`config.mk`:
```
export PLATFORM = sky130hd
export DESIGN_NAME = mini_cpu_flat
export DESIGN_NICKNAME = d
export VERILOG_FILES = /design/src/rtl/mini_cpu_if.sv /design/src/rtl/mini_cpu.sv /design/src/flat_wrapper.sv
export SDC_FILE = /design/constraint.sdc
export NUM_CORES = 1
export LEC_CHECK = 0
export CORE_MARGIN = 3
export CORE_UTILIZATION = 52
export DETAILED_ROUTE_END_ITERATION = 12
export GPL_ROUTABILITY_DRIVEN = 0
export PLACE_DENSITY = 0.86
export SYNTH_ARGS = -nofsm -noshare
export SYNTH_HDL_FRONTEND = slang
export SYNTH_SLANG_ARGS = --single-unit
```
`constraint.sdc`:
```
create_clock -name clk -period 2.1 [get_ports clk]
set_input_delay 0.315 -clock clk [delete_from_list [all_inputs] [get_ports clk]]
set_output_delay 0.315 -clock clk [all_outputs]
set_load 0.01 [all_outputs]
```
`src/rtl/mini_cpu_if.sv`:
```
// rtl/mini_cpu_if.sv - memory bus between mini_cpu and a combinational-read memory
interface mini_cpu_if #(
  parameter int DW = 8,
  parameter int AW = 8
);
  logic [AW-1:0] addr;
  logic [DW-1:0] data_out;
  logic          we;
  logic [DW-1:0] data_in;

  modport master (output addr, output data_out, output we, input data_in);
  modport slave  (input addr, input data_out, input we, output data_in);
endinterface

```
`src/rtl/mini_cpu.sv`:
```
// rtl/mini_cpu.sv - accumulator CPU: FETCH/DECODE/OPER/MEM/HALT over a single memory bus
module mini_cpu #(
  parameter int            DW       = 8,
  parameter int            AW       = 8,
  parameter logic [AW-1:0] RESET_PC = '0
) (
  input  logic      clk,
  input  logic      rst,
  mini_cpu_if.master bus,
  output logic      halted,
  output logic      zero,
  output logic      carry
);

  localparam logic [3:0] OP_JMP  = 4'd1;
  localparam logic [3:0] OP_JZ   = 4'd2;
  localparam logic [3:0] OP_LDA  = 4'd3;
  localparam logic [3:0] OP_STA  = 4'd4;
  localparam logic [3:0] OP_LDI  = 4'd5;
  localparam logic [3:0] OP_ADD  = 4'd6;
  localparam logic [3:0] OP_SUB  = 4'd7;
  localparam logic [3:0] OP_MOVB = 4'd8;
  localparam logic [3:0] OP_HLT  = 4'd9;

  typedef enum logic [2:0] {S_FETCH, S_DECODE, S_OPER, S_MEM, S_HALT} state_t;

  state_t        r_state, w_state;
  logic [DW-1:0] r_a, w_a, r_b, w_b, r_inst, w_inst, r_opnd, w_opnd;
  logic [AW-1:0] r_pc, w_pc, r_addr, w_addr;
  logic [DW-1:0] r_data_out, w_data_out;
  logic          r_we, w_we, r_carry, w_carry;

  logic [3:0]    w_dec_op, w_cur_op;
  logic [DW:0]   w_sum, w_diff;
  logic [AW-1:0] w_pc_inc, w_target;
  logic          w_unused_bits;

  assign w_dec_op = bus.data_in[DW-1:DW-4];
  assign w_cur_op = r_inst[DW-1:DW-4];
  assign w_sum    = {1'b0, r_a} + {1'b0, r_b};
  assign w_diff   = {1'b0, r_a} - {1'b0, r_b};
  assign w_pc_inc = r_pc + AW'(1);
  assign w_target = AW'(bus.data_in);
  // opnd is kept as architectural state; the operand itself is consumed straight off the bus
  assign w_unused_bits = ^{r_opnd, r_inst[DW-5:0]};

  always_ff @(posedge clk or posedge rst) begin
    if (rst) begin
      r_state    <= S_FETCH;
      r_a        <= '0;
      r_b        <= '0;
      r_pc       <= RESET_PC;
      r_inst     <= '0;
      r_opnd     <= '0;
      r_addr     <= '0;
      r_data_out <= '0;
      r_we       <= 1'b0;
      r_carry    <= 1'b0;
    end else begin
      r_state    <= w_state;
      r_a        <= w_a;
      r_b        <= w_b;
      r_pc       <= w_pc;
      r_inst     <= w_inst;
      r_opnd     <= w_opnd;
      r_addr     <= w_addr;
      r_data_out <= w_data_out;
      r_we       <= w_we;
      r_carry    <= w_carry;
    end
  end

  always_comb begin
    w_state    = r_state;
    w_a        = r_a;
    w_b        = r_b;
    w_pc       = r_pc;
    w_inst     = r_inst;
    w_opnd     = r_opnd;
    w_addr     = r_addr;
    w_data_out = r_data_out;
    w_we       = r_we;
    w_carry    = r_carry;
    case (r_state)
      S_FETCH: begin
        w_addr  = r_pc;
        w_we    = 1'b0;
        w_state = S_DECODE;
      end
      S_DECODE: begin
        w_inst  = bus.data_in;
        w_pc    = w_pc_inc;
        w_state = S_FETCH;
        case (w_dec_op)
          OP_ADD:  {w_carry, w_a} = w_sum;
          OP_SUB:  {w_carry, w_a} = w_diff;
          OP_MOVB: w_b = r_a;
          OP_HLT:  w_state = S_HALT;
          OP_JMP, OP_JZ, OP_LDI, OP_LDA, OP_STA: begin
            w_addr  = w_pc_inc;
            w_state = S_OPER;
          end
          default: ;
        endcase
      end
      S_OPER: begin
        w_opnd  = bus.data_in;
        w_pc    = w_pc_inc;
        w_state = S_FETCH;
        case (w_cur_op)
          OP_JMP: w_pc = w_target;
          OP_JZ:  if (r_a == '0) w_pc = w_target;
          OP_LDI: w_a = bus.data_in;
          OP_LDA: begin
            w_addr  = w_target;
            w_state = S_MEM;
          end
          OP_STA: begin
            w_addr     = w_target;
            w_data_out = r_a;
            w_we       = 1'b1;
            w_state    = S_MEM;
          end
          default: ;
        endcase
      end
      S_MEM: begin
        if (w_cur_op == OP_LDA) w_a = bus.data_in;
        w_we    = 1'b0;
        w_state = S_FETCH;
      end
      S_HALT: w_we = 1'b0;
      default: w_state = S_FETCH;
    endcase
  end

  assign bus.addr     = r_addr;
  assign bus.data_out = r_data_out;
  assign bus.we       = r_we;
  assign halted       = (r_state == S_HALT);
  assign zero         = (r_a == '0);
  assign carry        = r_carry;

endmodule

```
`src/flat_wrapper.sv`:
```
// flat-port wrapper written by rule: the top's interface ports become plain ports
module mini_cpu_flat 
#(
  parameter int            DW       = 8,
  parameter int            AW       = 8,
  parameter logic [AW-1:0] RESET_PC = '0
)
  (clk, rst, halted, zero, carry, bus_addr, bus_data_out, bus_we, bus_data_in);
  mini_cpu_if #(.DW(DW), .AW(AW)) bus_i ();
  input  logic clk;
  input  logic rst;
  output logic halted;
  output logic zero;
  output logic carry;
  output wire logic [$bits(bus_i.addr)-1:0] bus_addr;
  output wire logic [$bits(bus_i.data_out)-1:0] bus_data_out;
  output wire logic [$bits(bus_i.we)-1:0] bus_we;
  input wire logic [$bits(bus_i.data_in)-1:0] bus_data_in;
  assign bus_addr = bus_i.addr;
  assign bus_data_out = bus_i.data_out;
  assign bus_we = bus_i.we;
  assign bus_i.data_in = bus_data_in;
  mini_cpu #(.DW(DW), .AW(AW), .RESET_PC(RESET_PC)) u_core (.clk(clk), .rst(rst), .bus(bus_i), .halted(halted), .zero(zero), .carry(carry));
endmodule
```
==> summary.md, run 1 <==
| Metric | Value |
|---|---|
| Area of the multi-input gates | 1920 um2 |
| Crit Path Category | reg -> reg |
| Crit start category | flip-flop |
| Clock slew at reported path FFs | approximately 0.090 ns |
| Leakage | approximately 1.8 nW |
| Hold WC Path Type | in -> async |
| Worst Path Required | between 2 and 2.5 ns |
| Die height | approximately 85 um |
| Setup TNS | 0 ns |
| Area overhead of the layout relative to synthesis | 24.1% |
| Clk sinks | a little under 50 |
| Initial antenna violation count | 0 |
| EDFF count, synth | 0 |
| CP bufs+invs | 2 |
| Top cells by area, synth | dfrtp_1, ha_1, nor2_1 |
| Vias | between 3000 and 4000 |
| Die width | 85.1 um |
| Final Hold Viols | 0 |
| Wirelength per Cell | between 15 and 20 um |
| Predominant post-synthesis flop cell | dfrtp_1 |
| Post-synthesis cell area | 3250 um2 |
| Overflow left after global routing | 0 |
| Clock Tree Buf Depth | 2 |
| Peak supply drop | 0.818 mV |
| Largest fanout on the critical path | 3 |
| I/O pin total | 30 |
| Residual DRC | 0 |
| Diodes inserted | 0 |
| Sequential cell area | between 1000 and 1500 um2 |
| CP Cell Sequence | inv_1, ha_2, inv_2, fa_2, a21o_1, a21oi_2, mux2i_1, a31oi_1, mux2_4 |
| Pwr Density | approximately 1600 nW/um2 |
| Final setup fails | 0 |
| Crit path DAT | ~2.3 ns |
| Critical path's slowest cell | dfrtp_1 |
| Vias in the first global route | between 2000 and 3000 |
| Syn_nets | slightly below 400 |
| Avg Vias per Cell | between 6 and 7 |
| First-pass GRT wire length | 13.8 mm |
| H-tree Lvls | 2 |
| Outcome | completed |
| CTS tree | built |
| Port bufs | 29 |
| Fin crit period | ~2.1 ns |
| Crit-path max cell delay | between 0.3 and 0.4 ns |
| Cell row count | 28 |
| Setup crit end kind | flip-flop |
| Die area | 7240 um2 |
| Critical path's top delay family | multiplexers |
| Core box area | 5990 um2 |
| Cell taking the most area after synthesis | dfrtp_1 |
| Clock skew | approximately 0.0045 ns |
| Final period utilization | 0.998 |
| Largest net degree at the start of global routing | 32 |
| Seq/Total Area, Yosys | 0.377 |
| Post-Route WL | 8.23 mm |
| Max Transition Viols Final | 0 |
| Fill cells | 474 |
| Initial Util | 0.543 |
| Ys Warns | 0 |
| Syn Inst Count | 357 |
| Max-cap violation count | 0 |
| Hold buffer count at CTS | 0 |
| Worst-Skew Late Latency | a little over 0.3 ns |
| First-pass detailed-route iteration total | 6 |
| Root Buffer | clkbuf_8 |
| Worst slew margin | 0.707 |
| Top-area cell type share of the netlist area | 0.377 |
| Fin area | ~4000 um2 |
| Initial drt markers | approximately 250 |
| Final ANT Viol Nets | 0 |
| Number of CTS-inserted buffers | 5 |
| Slew @ Worst Pin | 0.429 ns |
| Max Clk Rate | ~480 MHz |
| RSZ-0062 raised after global routing | yes |
| Final hold slack | approximately 0.32 ns |
| Synthesized flop and latch total | about 50 |
| Async SR Flop Fraction | 1.00 |
| Distinct cells, synth | between 60 and 70 |
| Post-DP HPWL | 6.10 mm |
| Mean Syn Cell Area | 9.11 um2 |
| Placement Cell Area | approximately 3800 um2 |
| GRT Overall Usage | 0.234 |
| Share of cells above drive strength 1 | 0.190 |
| Final Net Count | approximately 440 |
[metrics by stage]
stage          power [W]  setup slack [ns]   util  cells
5_1_grt          0.00679           -0.0509  0.674    491
3_3_place_gp     0.00521           -0.0127  0.641    481
6_report         0.00627           0.00512  0.674    491
3_5_place_dp     0.00535           -0.0436  0.641    481
2_1_floorplan    0.00403            0.0483      -    357
4_1_cts          0.00604           0.00901  0.663    490
[sequential cells by signal, summed over array words and instances (netlist names)]
name,flops
u_core.bus.addr,8
u_core.carry,1
u_core.bus.data_out,8
u_core.r_pc,8
u_core.r_b,8
u_core.r_a,8
u_core.r_inst,4
u_core.r_state,3
u_core.bus.we,1
[final timing paths]
kind,cells after the start,endpoint,from,slack (ns)
max,9,u_core.r_a[4]$_DFFE_PP0P_,u_core.r_a[0]$_DFFE_PP0P_,0.005
min,2,u_core.r_a[0]$_DFFE_PP0P_,rst,0.32
max reg2reg,9,u_core.r_a[4]$_DFFE_PP0P_,u_core.r_a[0]$_DFFE_PP0P_,0.005
min reg2reg,1,u_core.bus.data_out[7]$_DFFE_PP0P_,u_core.bus.data_out[7]$_DFFE_PP0P_,0.50
max in group asynchronous,3,u_core.r_state[0]$_DFFE_PP0N_,rst,1.26
min in group clk,1,u_core.bus.data_out[7]$_DFFE_PP0P_,u_core.bus.data_out[7]$_DFFE_PP0P_,0.50
[routing by layer]
metal / GRT usage / vias to the layer above / share of wire
met2: 0.373 / 119 / 0.47
met1: 0.327 / 1454 / 0.45
met3: 0.0359 / 18 / 0.061
li1: - / 1418 / -
met4: 0.0777 / 0 / 0.017
met5: 0 / - / 0
[cell type report]
class | count | area share
Multi-Input combinational cell | 262 | 0.475
Sequential cell | 49 | 0.305
Timing Repair Buffer | 69 | 0.151
Inverter | 28 | 0.0260
Tap cell | 75 | 0.0233
Clock buffer | 8 | 0.0198
[synth_stat cells, types with 2 or more instances]
library cell / count
nand3b_1: 3
a21oi_1: 15
and2_1: 2
nand2_1: 30
a211oi_1: 5
and4_1: 2
nor2b_1: 5
a21o_1: 4
nor3_1: 2
nor4b_1: 2
xnor2_1: 2
buf_6: 2
o21ai_0: 4
a221oi_1: 2
nand2b_1: 5
dfrtp_1: 49
nand4_1: 2
buf_2: 4
and3_1: 3
a22oi_1: 2
o211ai_1: 6
inv_1: 27
o31ai_1: 3
o22ai_1: 6
a211o_1: 2
or2_1: 2
a2111oi_0: 2
a31oi_1: 11
clkbuf_1: 11
fa_1: 2
nand3_1: 6
o21bai_1: 2
nor2_1: 32
and3b_1: 3
mux2_1: 8
nor4_1: 3
nor3b_1: 7
o21ai_1: 22
a221o_1: 6
mux2i_1: 10
ha_1: 17
[timing repair]
item                                    in CTS  in global routing
setup buffers                                1                  1
cloned                                       0                  0
endpoints found under the hold margin        0                  0
gates resized for setup                      9                 21
pin swaps                                    3                  6
endpoints found under the setup margin       7                 18
[logic make-up (layout without fill, tap and decap cells)]
| logic type | after synthesis | after routing | synth area share |
|---|---|---|---|
| xor gates and xnor gates | 3 | 3 | 0.00808 |
| and+or+nand+nor | 117 | 117 | 0.194 |
| AOI/OAI and AO/OA | 103 | 103 | 0.216 |
| muxes | 20 | 20 | 0.0666 |
| buffers and inverters | 46 | 105 | 0.0604 |
| adders and majority gates | 19 | 19 | 0.0777 |
| DFF | 49 | 49 | 0.377 |
[where the power goes]
part / switching [W] / total (W) / internal, W
clock: 0.000319 / 0.000557 / 0.000238
combinational: 0.00201 / 0.00394 / 0.00193
sequential: 0.000425 / 0.00177 / 0.00135
total: 0.00276 / 0.00627 / 0.00351
[layout by cell type (no fill, tap or decap), types with 7 or more instances in the layout]
cell             Yosys  layout
ha_1                17      12
nor2_1              32      31
dfrtp_1             49      45
nor3b_1              7       7
a31oi_1             11      11
nand2_1             30      29
buf_4                1      38
mux2_1               8       8
o21ai_1             22      22
clkdlybuf4s50_1      0      27
a21oi_1             15      13
inv_1               27      24
mux2i_1             10      10
Note: power is estimated with default switching activity, not from simulation.
==> run 2: changes to the inputs <==
--- a/config.mk
+++ b/config.mk
@@ -5,7 +5,6 @@
 export SDC_FILE = /design/constraint.sdc
 export NUM_CORES = 1
 export LEC_CHECK = 0
-export CORE_MARGIN = 3
 export CORE_UTILIZATION = 52
 export DETAILED_ROUTE_END_ITERATION = 12
 export GPL_ROUTABILITY_DRIVEN = 0
==> run 2 against run 1 <==
Core utilization grew 0.56 points. Die area down 9.2%. Critical path depth is 1 lower. Largest power group unchanged. Global-route usage is 2.7 points higher. Critical path type unchanged. Hold slack got worse by 0.0078 ns. Sequential cell count unchanged. Critical endpoint is now u_core.carry$_DFFE_PP0P_. Combinational power shrank 1%. Fmax grew 1.8%. Clock power rose by 13%. Sequential share of layout area is 0.28 points lower. Sequential power hardly changed. Clock-buffer cell count is 1 lower.
==> summary.md, run 2 (synthesized netlist as in run 1, its figures left out) <==
| Metric | Value |
|---|---|
| Overflow left after global routing | 0 |
| Post-Route WL | 8.21 mm |
| Area overhead of the layout relative to synthesis | 25.1% |
| Final Net Count | approximately 440 |
| Internal power | roughly 0.0036 W |
| Largest net degree at the start of global routing | 32 |
| Critical path's slowest cell | dfrtp_1 |
| H-tree Lvls | 2 |
| Vias in the first global route | approximately 2800 |
| Net Sw Frac | 0.437 |
| Clock slew at reported path FFs | ~0.10 ns |
| Max Clk Rate | roughly 490 MHz |
| Clock Tree Buf Depth | 2 |
| Outcome | completed |
| Diodes inserted | 0 |
| Worst-Skew Late Latency | 0.31 ns |
| Worst Path Required | between 2 and 2.5 ns |
| Max-cap violation count | 0 |
| Hold WC Path Type | in -> async |
| Die height | 81.1 um |
| Placed instance count | roughly 480 |
| Share of cells above drive strength 1 | 0.190 |
| Initial antenna violation count | 0 |
| Finished Layout Cells | 491 |
| Slew @ Worst Pin | 0.513 ns |
| Critical path's top delay family | compound AO/OA/AOI/OAI gates |
| Die width | approximately 80 um |
| Number of cells on the critical path | 8 |
| Cell row count | 28 |
| Seq pwr share | 0.283 |
| Die area | between 6000 and 7000 um2 |
| Comb pwr share | 0.617 |
| Final Hold Viols | 0 |
| GRT Overall Usage | 0.261 |
| First-pass detailed-route iteration total | 5 |
| Fin crit period | 2.06 ns |
| Critical path endpoint | u_core.carry$_DFFE_PP0P_ |
| CP bufs+invs | 1 |
| Clk pwr share | 0.100 |
| R2R depth | 8 |
| Largest fanout on the critical path | 3 |
| Worst r2r dst | u_core.carry$_DFFE_PP0P_ |
| Crit start category | flip-flop |
| Clock skew | roughly 0.0086 ns |
| Placement Cell Area | 3840 um2 |
| Wirelength per Cell | roughly 17 um |
| Core box area | ~6000 um2 |
| FF-to-FF setup slack | roughly 0.042 ns |
| Worst Setup SP | u_core.r_b[0]$_DFFE_PP0P_ |
| Avg Vias per Cell | slightly above 6 |
| Crit-path max cell delay | between 0.4 and 0.5 ns |
| Sw power | ~0.0028 W |
| Leakage | between 1.5 and 2 nW |
| CTS tree | built |
| Max Transition Viols Final | 0 |
| Initial Util | 0.543 |
| First-pass GRT wire length | ~13 mm |
| Pwr Density | 1550 nW/um2 |
| Initial drt markers | 239 |
| Residual DRC | 0 |
| RSZ-0062 raised after global routing | yes |
| Worst slew margin | 0.657 |
| Number of CTS-inserted buffers | 5 |
| Most common cell after layout, fill and taps aside | dfrtp_1 |
| Final ANT Viol Nets | 0 |
| Root Buffer | clkbuf_8 |
| Final core occ | 0.679 |
| Commonest non-fill, non-tap cells in the layout | dfrtp_1, buf_4, nor2_1 |
| Fin area | ~4100 um2 |
| Port bufs | 29 |
| Hold buffer count at CTS | 0 |
| Vias | 3048 |
| Crit Path Category | reg -> reg |
| Final period utilization | 0.980 |
| CP Cell Sequence | ha_1, inv_1, fa_2, a21o_1, a31o_1, a211oi_2, a2111oi_1, a31oi_1 |
| Post-DP HPWL | between 6 and 7 mm |
| Crit path DAT | roughly 2.2 ns |
| Setup crit end kind | flip-flop |
| I/O pin total | 30 |
| Final setup fails | 0 |
| Peak supply drop | about 0.84 mV |
| Clk sinks | 49 |
| RR Startpoint | u_core.r_b[0]$_DFFE_PP0P_ |
| Setup TNS | 0 ns |
[run 2: cell types whose count changed in the layout (fill, tap and decap cells not counted), moves of 2 or more]
cell,before,now
clkbuf_1,3,0
ha_2,4,0
a2111oi_1,0,2
clkbuf_8,5,7
ha_1,12,14
ha_4,1,3
[run 2: worst min-delay path by stage]
stage                                                     to  slack [ns]  cells after the start
after floorplan                   u_core.r_pc[1]$_DFFE_PP0N_        0.44                      2
after global placement    u_core.bus.data_out[1]$_DFFE_PP0P_        0.47                      2
after detailed placement  u_core.bus.data_out[6]$_DFFE_PP0P_        0.49                      1
after CTS                          u_core.r_a[1]$_DFFE_PP0P_        0.33                      2
after global routing               u_core.r_a[1]$_DFFE_PP0P_        0.36                      2
final                              u_core.r_a[1]$_DFFE_PP0P_        0.31                      2
[run 2: timing repair]
| action | CTS | global route |
|---|---|---|
| setup buffers | 2 | 0 |
| gates resized for setup | 9 | 22 |
| pin swaps | 0 | 9 |
| cloned | 0 | 0 |
| setup endpoints to repair | 3 | 14 |
[run 2: layer usage]
metal / global-route usage / up-vias / part of all wire
met3: 0.0348 / 14 / 0.054
met4: 0.0786 / 0 / 0.014
met1: 0.369 / 1500 / 0.46
met5: 0 / - / 0
met2: 0.413 / 112 / 0.47
li1: - / 1422 / -
[run 2: per-stage QoR]
stage / power (W) / hold slack (ns) / worst slack, ns
after floorplan: 0.00403 / 0.444 / 0.0483
after global placement: 0.00521 / 0.473 / -0.0269
after detailed placement: 0.00535 / 0.486 / -0.0646
after CTS: 0.00612 / 0.328 / 0.0292
after global routing: 0.00678 / 0.365 / -0.0442
final: 0.00631 / 0.309 / 0.0423
[run 2: layout make-up]
type / instances / area, um2
multi-input cells: 262 / 1930
fillers: 455 / 1920
flip-flops and latches: 49 / 1230
repair buffers: 69 / 608
inverters: 28 / 105
clock buffers: 7 / 96.3
well taps: 75 / 93.8
clock inverters: 1 / 5.00
[run 2: power groups by stage]
stage	logic, W	clock network (W)	registers (W)
floorplan	0.00232	0	0.00171
global placement	0.00348	0	0.00174
detailed placement	0.00359	0	0.00176
CTS	0.00373	0.000636	0.00175
global route	0.00427	0.000670	0.00184
finish	0.00389	0.000630	0.00179
